===== config.mk =====
export PLATFORM = sky130hd
export DESIGN_NAME = arb_rr_n
export DESIGN_NICKNAME = d
export VERILOG_FILES = /design/src/rtl/arb_rr_n.sv
export SDC_FILE = /design/constraint.sdc
export NUM_CORES = 1
export LEC_CHECK = 0
export ABC_AREA = 1
export ABC_CLOCK_PERIOD_IN_PS = 2650
export CAP_MARGIN = 20
export CORE_ASPECT_RATIO = 1.5
export CORE_MARGIN = 2
export CORE_UTILIZATION = 31
export CTS_BUF_LIST = sky130_fd_sc_hd__clkbuf_4 sky130_fd_sc_hd__clkbuf_8 sky130_fd_sc_hd__clkbuf_16
export CTS_CLUSTER_DIAMETER = 200
export DETAILED_ROUTE_END_ITERATION = 8
export HOLD_SLACK_MARGIN = 0.03
export PLACE_DENSITY = 0.68
export SYNTH_ARGS = -nofsm -noshare
export SYNTH_HDL_FRONTEND = slang
export SYNTH_SLANG_ARGS = --single-unit

===== constraint.sdc =====
create_clock -name clk_i -period 2.65 [get_ports clk_i]
set_input_delay 0.3975 -clock clk_i [delete_from_list [all_inputs] [get_ports clk_i]]
set_output_delay 0.3975 -clock clk_i [all_outputs]
set_load 0.03 [all_outputs]

===== src/rtl/arb_rr_n.sv =====
// arb_rr_n -- N-channel package arbiter between the slave ports and the
// formatter. One requesting slave is granted per package. The granted
// slave's data beats are forwarded for the latched package length, and the
// channel is held until the formatter acknowledges the package.
//
// Build option:
//   ARB_PRIO_EN  defined   : lowest priority value wins, round-robin breaks ties
//                undefined : slv_prio_i ignored, pure round-robin from rr_ptr+1
//
// Ports:
//   clk_i, rst_i        clock (rising edge) / asynchronous active-high reset
//   slv_prio_i          per-channel priority, channel c at [c*PRIO_W +: PRIO_W]
//   slv_pkglen_i        per-channel package length select
//   slv_data_i          per-channel data
//   slv_req_i           per-channel package request
//   slv_val_i           per-channel data valid
//   a2s_ack_o           one-cycle grant pulse to the winning slave
//   f2a_id_req_i        formatter ready for a new package
//   f2a_ack_i           formatter consumed the current package
//   a2f_val_o           forwarded data valid
//   a2f_id_o            granted channel index
//   a2f_data_o          forwarded data (holds while a2f_val_o=0)
//   a2f_pkglen_sel_o    latched length select of the granted channel
//
// state | meaning
// IDLE  | waiting for formatter ready and any request
// ARB   | one cycle: pick winner, latch id/pkglen, pulse ack
// XFER  | forwarding granted channel's beats until target reached
// DONE  | waiting for formatter acknowledge

module arb_rr_n #(
   parameter int NUM_CH = 4,
   parameter int DW     = 32,
   parameter int PRIO_W = 2,
   parameter int LEN_W  = 3,
   localparam int ID_W  = $clog2(NUM_CH)
) (
   input  logic                       clk_i,
   input  logic                       rst_i,
   input  logic [NUM_CH*PRIO_W-1:0]   slv_prio_i,
   input  logic [NUM_CH*LEN_W-1:0]    slv_pkglen_i,
   input  logic [NUM_CH*DW-1:0]       slv_data_i,
   input  logic [NUM_CH-1:0]          slv_req_i,
   input  logic [NUM_CH-1:0]          slv_val_i,
   output logic [NUM_CH-1:0]          a2s_ack_o,
   input  logic                       f2a_id_req_i,
   input  logic                       f2a_ack_i,
   output logic                       a2f_val_o,
   output logic [ID_W-1:0]            a2f_id_o,
   output logic [DW-1:0]              a2f_data_o,
   output logic [LEN_W-1:0]           a2f_pkglen_sel_o
);

   typedef enum logic [1:0] {
      S_IDLE = 2'd0,
      S_ARB  = 2'd1,
      S_XFER = 2'd2,
      S_DONE = 2'd3
   } state_t;

   state_t              state_q, state_d;
   logic [ID_W-1:0]     rr_ptr_q, rr_ptr_d;
   logic [ID_W-1:0]     id_q, id_d;
   logic [LEN_W-1:0]    pkglen_q, pkglen_d;
   logic [5:0]          cnt_q, cnt_d;
   logic [NUM_CH-1:0]   ack_q, ack_d;
   logic                val_q, val_d;
   logic [DW-1:0]       data_q, data_d;

   logic [NUM_CH-1:0]   elig;
   logic                found;
   logic [ID_W-1:0]     win_id;
   logic [5:0]          tgt;

   // Candidate set: all requesters, or only those at the best priority.
`ifdef ARB_PRIO_EN
   logic [PRIO_W-1:0]   min_prio;

   always_comb begin
      min_prio = '1;
      for (int c = 0; c < NUM_CH; c++) begin
         if (slv_req_i[c] && (slv_prio_i[c*PRIO_W +: PRIO_W] < min_prio))
            min_prio = slv_prio_i[c*PRIO_W +: PRIO_W];
      end
      elig = '0;
      for (int c = 0; c < NUM_CH; c++) begin
         elig[c] = slv_req_i[c] && (slv_prio_i[c*PRIO_W +: PRIO_W] == min_prio);
      end
   end
`else
   logic unused_prio;
   assign unused_prio = ^slv_prio_i;

   always_comb begin
      elig = slv_req_i;
   end
`endif

   // Round-robin scan starting one past the last winner, wrapping at NUM_CH.
   always_comb begin
      int idx;
      idx    = 0;
      found  = 1'b0;
      win_id = '0;
      for (int i = 1; i <= NUM_CH; i++) begin
         idx = int'(rr_ptr_q) + i;
         if (idx >= NUM_CH) idx = idx - NUM_CH;
         if (!found && elig[idx]) begin
            found  = 1'b1;
            win_id = ID_W'(idx);
         end
      end
   end

   always_comb begin
      if (pkglen_q == '0)               tgt = 6'd4;
      else if (pkglen_q == LEN_W'(1))   tgt = 6'd8;
      else if (pkglen_q == LEN_W'(2))   tgt = 6'd16;
      else                              tgt = 6'd32;
   end

   always_comb begin
      state_d  = state_q;
      rr_ptr_d = rr_ptr_q;
      id_d     = id_q;
      pkglen_d = pkglen_q;
      cnt_d    = cnt_q;
      ack_d    = '0;
      val_d    = 1'b0;
      data_d   = data_q;
      case (state_q)
         S_IDLE: begin
            if (f2a_id_req_i && (|slv_req_i)) state_d = S_ARB;
         end
         S_ARB: begin
            if (found) begin
               id_d          = win_id;
               rr_ptr_d      = win_id;
               pkglen_d      = slv_pkglen_i[win_id*LEN_W +: LEN_W];
               ack_d[win_id] = 1'b1;
               cnt_d         = '0;
               state_d       = S_XFER;
            end else begin
               state_d = S_IDLE;
            end
         end
         S_XFER: begin
            if (slv_val_i[id_q]) begin
               val_d  = 1'b1;
               data_d = slv_data_i[id_q*DW +: DW];
               cnt_d  = cnt_q + 6'd1;
               if ((cnt_q + 6'd1) == tgt) state_d = S_DONE;
            end
         end
         S_DONE: begin
            if (f2a_ack_i) begin
               state_d = S_IDLE;
               cnt_d   = '0;
            end
         end
         default: state_d = S_IDLE;
      endcase
   end

   always_ff @(posedge clk_i or posedge rst_i) begin
      if (rst_i) begin
         state_q  <= S_IDLE;
         rr_ptr_q <= ID_W'(NUM_CH-1);
         id_q     <= '0;
         pkglen_q <= '0;
         cnt_q    <= '0;
         ack_q    <= '0;
         val_q    <= 1'b0;
         data_q   <= '0;
      end else begin
         state_q  <= state_d;
         rr_ptr_q <= rr_ptr_d;
         id_q     <= id_d;
         pkglen_q <= pkglen_d;
         cnt_q    <= cnt_d;
         ack_q    <= ack_d;
         val_q    <= val_d;
         data_q   <= data_d;
      end
   end

   assign a2s_ack_o        = ack_q;
   assign a2f_val_o        = val_q;
   assign a2f_id_o         = id_q;
   assign a2f_data_o       = data_q;
   assign a2f_pkglen_sel_o = pkglen_q;

endmodule


==> flow_results.org <==
** Logic synthesis
- Summing the sequential cell areas from Yosys gives between 30% and 40% of the chip area.
- Synthesis instantiated 30 different standard cells from the library.
- Total of flip-flops plus latches after synthesis :: 52
- Among all flip-flop cells after synthesis, the most frequent one is sky130_fd_sc_hd__dfrtp_1.
- After synthesis, the share of flip-flops with an asynchronous set or reset is 100%.
- Number of warnings issued by yosys :: 0
- Cells taking the most area after synthesis :: sky130_fd_sc_hd__dfrtp_1 (37%), sky130_fd_sc_hd__nor2_1 (19%), sky130_fd_sc_hd__o21ai_0 (11%)
- Syn Area/Cell :: ~6.6 um2
- The largest total area in the synthesized netlist belongs to sky130_fd_sc_hd__dfrtp_1.
- Summing every instance area after synthesis gives between 3000 and 4000 um2.
- Synthesis produced a netlist with a net count of 675.
- EDFF count, synth :: 0
- Among all cell types in the netlist, the one instantiated most often is sky130_fd_sc_hd__nor2_1.
- Gate count of the mapped netlist :: 514
- Top cell type's share of synthesized area :: 36.8%
- Ranked by instance count, the synthesized netlist is headed by sky130_fd_sc_hd__nor2_1 (168), sky130_fd_sc_hd__o21ai_0 (72), sky130_fd_sc_hd__nand2_1 (70), sky130_fd_sc_hd__dfrtp_1 (50), sky130_fd_sc_hd__a31oi_1 (32).

** Floorplanning
- The initial utilization of the core area, before any placement, comes to 31.9%.
- Floorplan die area :: 11,800 um2
- The die is approximately 130 um tall.
- slightly above 200 I/O pins were placed.
- The die is slightly below 90 um wide.
- Row generation in the floorplan step produced 46 rows.
- Core area :: 10,600 um2

** Drt
- After detailed routing, the total wire length is 12.0 mm.
- Using the TritonRoute via totals, the vias-per-cell ratio works out to 4.79.
- After detailed routing, the number of remaining DRC violations is 0.
- DRT Pass-1 Iters :: 4
- Once detail routing completed, the nets flagged for antenna violations numbered 0.
- Per-cell routed wire length :: 14.3 um
- The routed layout has 4,015 vias.
- DRT iter0 DRCs :: about 130

** Clock tree
- Deepest level of the CTS H-tree :: 2
- Clock-pin slew was measured on the worst setup and hold paths at ~70 ps.
- The clock net in this run drives a total of 52 sinks.
- Maximum root-to-sink buffer count :: 2
- TritonCTS built the clock tree.
- Setup Buffers After CTS :: 0
- Post-CTS Hold Buffers :: 0
- Buffers inserted during clock tree synthesis total 5.
- The clock reaches the later pin of the worst-skew pair after about 290 ps.
- Cells resized by post-CTS repair :: 0
- Root buf cell :: sky130_fd_sc_hd__clkbuf_16

** GRT
- Global-route wire length before repair :: between 15 and 20 mm
- Entering global routing, the biggest net connects 43 pins.
- The initial antenna violation count was 0.
- After global routing the overflow that remains totals 0.
- Total routing usage reported by global routing :: 19.8%
- Vias in the first global route :: approximately 3,800

** Timing
- Unrepaired setup endpoints after global routing :: false
- In the finished design, the share of the clock period the worst path needs comes to between 70% and 80%.
- Worst Slack Setup Final :: between 500 and 600 ps
- Maximum operating frequency :: 0.476 GHz
- Setup violations remaining at the end of the flow were counted as 0.
- Min cycle time layout :: 2100 ps
- Between clock sinks in the finished design, the worst skew comes to ~2.5 ps.
- Setup TNS :: 0 ps
- For the pin with the worst max-slew slack, the measured transition is just over 600 ps.
- Number of hold violations in the final report :: 0
- Final max-slew violation count :: 0
- Measured against its own limit, the worst slew margin works out to 58.5%.

** Min path
- Worst min path class :: primary input to async pin

** Final layout
- Relative area change from synthesis to final layout :: 65.2%
- At the end of the flow, the number of nets in the layout was roughly 850.
- Share of layout cells above drive strength 1 :: slightly above 6%
- Fill cells in the final layout number 1,014.
- The sequential cells in the finished layout cover a total of roughly 1300 um2.
- Multi-input combinational cell area :: around 1800 um2
- N_diodes :: 0

** Placement
- OpenSTA, run right after detailed placement, puts the worst setup slack at 362 ps.
- Summed over all nets, the half-perimeter wirelength after detailed placement is a little over 9 mm.
- Routability-driven placement congestion ratio :: a little over 0.8
- The count of buffers added on input and output ports is ~190.

** Critical path
- Along the worst path, the maximum fanout reaches 12.
- Data on the critical path arrives at its endpoint at roughly 2300 ps.
- Launching element type of the critical path :: flip-flop
- STA classifies the critical path endpoint as a flip-flop.
- Critical path data required time :: around 2900 ps
- The critical path is of the flip-flop to flip-flop type.

** Job
- The tool flagged a number of max-cap violations equal to 0.

** Power and ir drop
- Power density over the cells :: ~1100 nW/um2
- Leak pwr :: 2.36 nW
- Max IR drop VDD :: ~0.00053 V

** Status
- The flow ran to the end, and the final reports show no timing, DRC or antenna violations.
-- metal layers --
metal  GRT usage (%)  vias up  routed length [um]
li1                -     2038                   -
met1            20.8     1823                4560
met2            38.0      139                6360
met3            4.26       15                 820
met4            5.39        0                 251
met5               0        -                   0
-- cell usage in the layout (no fill, tap or decap), types with 4 or more instances in the layout --
cell                              Yosys  final
sky130_fd_sc_hd__clkdlybuf4s50_1      0    193
sky130_fd_sc_hd__nor2_1             168    168
sky130_fd_sc_hd__o21ai_0             72     72
sky130_fd_sc_hd__nand2_1             70     70
sky130_fd_sc_hd__dfrtp_1             50     49
sky130_fd_sc_hd__a31oi_1             32     32
sky130_fd_sc_hd__inv_1               22     19
sky130_fd_sc_hd__nand3_1             19     19
sky130_fd_sc_hd__buf_4                1      8
sky130_fd_sc_hd__inv_2                5      7
sky130_fd_sc_hd__o21ai_1              7      7
sky130_fd_sc_hd__nand2_2              6      6
sky130_fd_sc_hd__nor3_1               5      5
sky130_fd_sc_hd__xor2_1               5      5
sky130_fd_sc_hd__clkbuf_16            0      5
sky130_fd_sc_hd__nand4_1              4      4
-- critical path, stage by stage (launching register included) --
cell and delay, ps:
sky130_fd_sc_hd__dfstp_2 680, sky130_fd_sc_hd__inv_6 80, sky130_fd_sc_hd__nand2_1 90, sky130_fd_sc_hd__nand2_1 60, sky130_fd_sc_hd__o21ai_2 180, sky130_fd_sc_hd__inv_1 60
sky130_fd_sc_hd__nand3_1 140, sky130_fd_sc_hd__nand2_1 80, sky130_fd_sc_hd__a21oi_2 420, sky130_fd_sc_hd__nand3_1 120, sky130_fd_sc_hd__o21ai_1 110
-- flip-flops by register name, indices dropped and copies added (netlist names), named ones only --
signal	cells
a2f_pkglen_sel_o	3
cnt_q	6
rr_ptr_q	2
a2f_data_o	32
a2f_val_o	1
a2f_id_o	2
a2s_ack_o	4
state_q	1
-- metrics by stage --
stage	hold slack, ps	power (mW)	util, %	instance area (um2)	std cells
finish	516	6.03	52.7	5610	838
global route	561	6.56	52.7	5610	838
CTS	532	6.12	52.7	5610	838
detailed placement	515	5.41	51.2	5460	830
global placement	514	5.34	51.2	5460	830
floorplan	489	4.03	-	3400	514
-- path summary, 6_finish.rpt --
check	startpoint	end	slack (ps)	cells past startpoint
setup / recovery	rr_ptr_q[0]	cnt_q[0]	550	10
hold / removal	rst_i	a2f_data_o[22]	520	2
setup reg to reg	rr_ptr_q[0]	cnt_q[0]	550	10
hold reg to reg	flip-flop	flip-flop	540	2
max in group asynchronous	rst_i	rr_ptr_q[1]	1480	3
min in group clk_i	flip-flop	flip-flop	540	2
-- power by group --
| part | switching [mW] | leakage [nW] | total [mW] | internal, mW |
|---|---|---|---|---|
| logic | 2.44 | 1.67 | 3.94 | 1.50 |
| clock network | 0.286 | 0.0780 | 0.684 | 0.398 |
| registers | 0.252 | 0.609 | 1.41 | 1.16 |
| total | 2.97 | 2.36 | 6.03 | 3.06 |
-- area by class of cell --
cell class / instances / share of cell area (%)
Sequential cell: 52 / 23.3
Inverter: 29 / 2.03
Timing Repair Buffer: 202 / 35.9
Multi-Input combinational cell: 403 / 32.9
Tap cell: 144 / 3.21
Clock buffer: 8 / 2.74
-- cells by family (layout without fill, tap and decap cells) --
family / Yosys count / after routing / synth area share (%)
AND/OR/NAND/NOR: 279 / 279 / 33.8
AO/OA/AOI/OAI: 118 / 118 / 18.9
buffers and inverters: 59 / 239 / 7.26
flip-flops: 52 / 52 / 38.4
XOR/XNOR: 5 / 5 / 1.29
adder cells (fa/ha/maj): 1 / 1 / 0.368
Note: power is estimated with default switching activity, not from simulation.
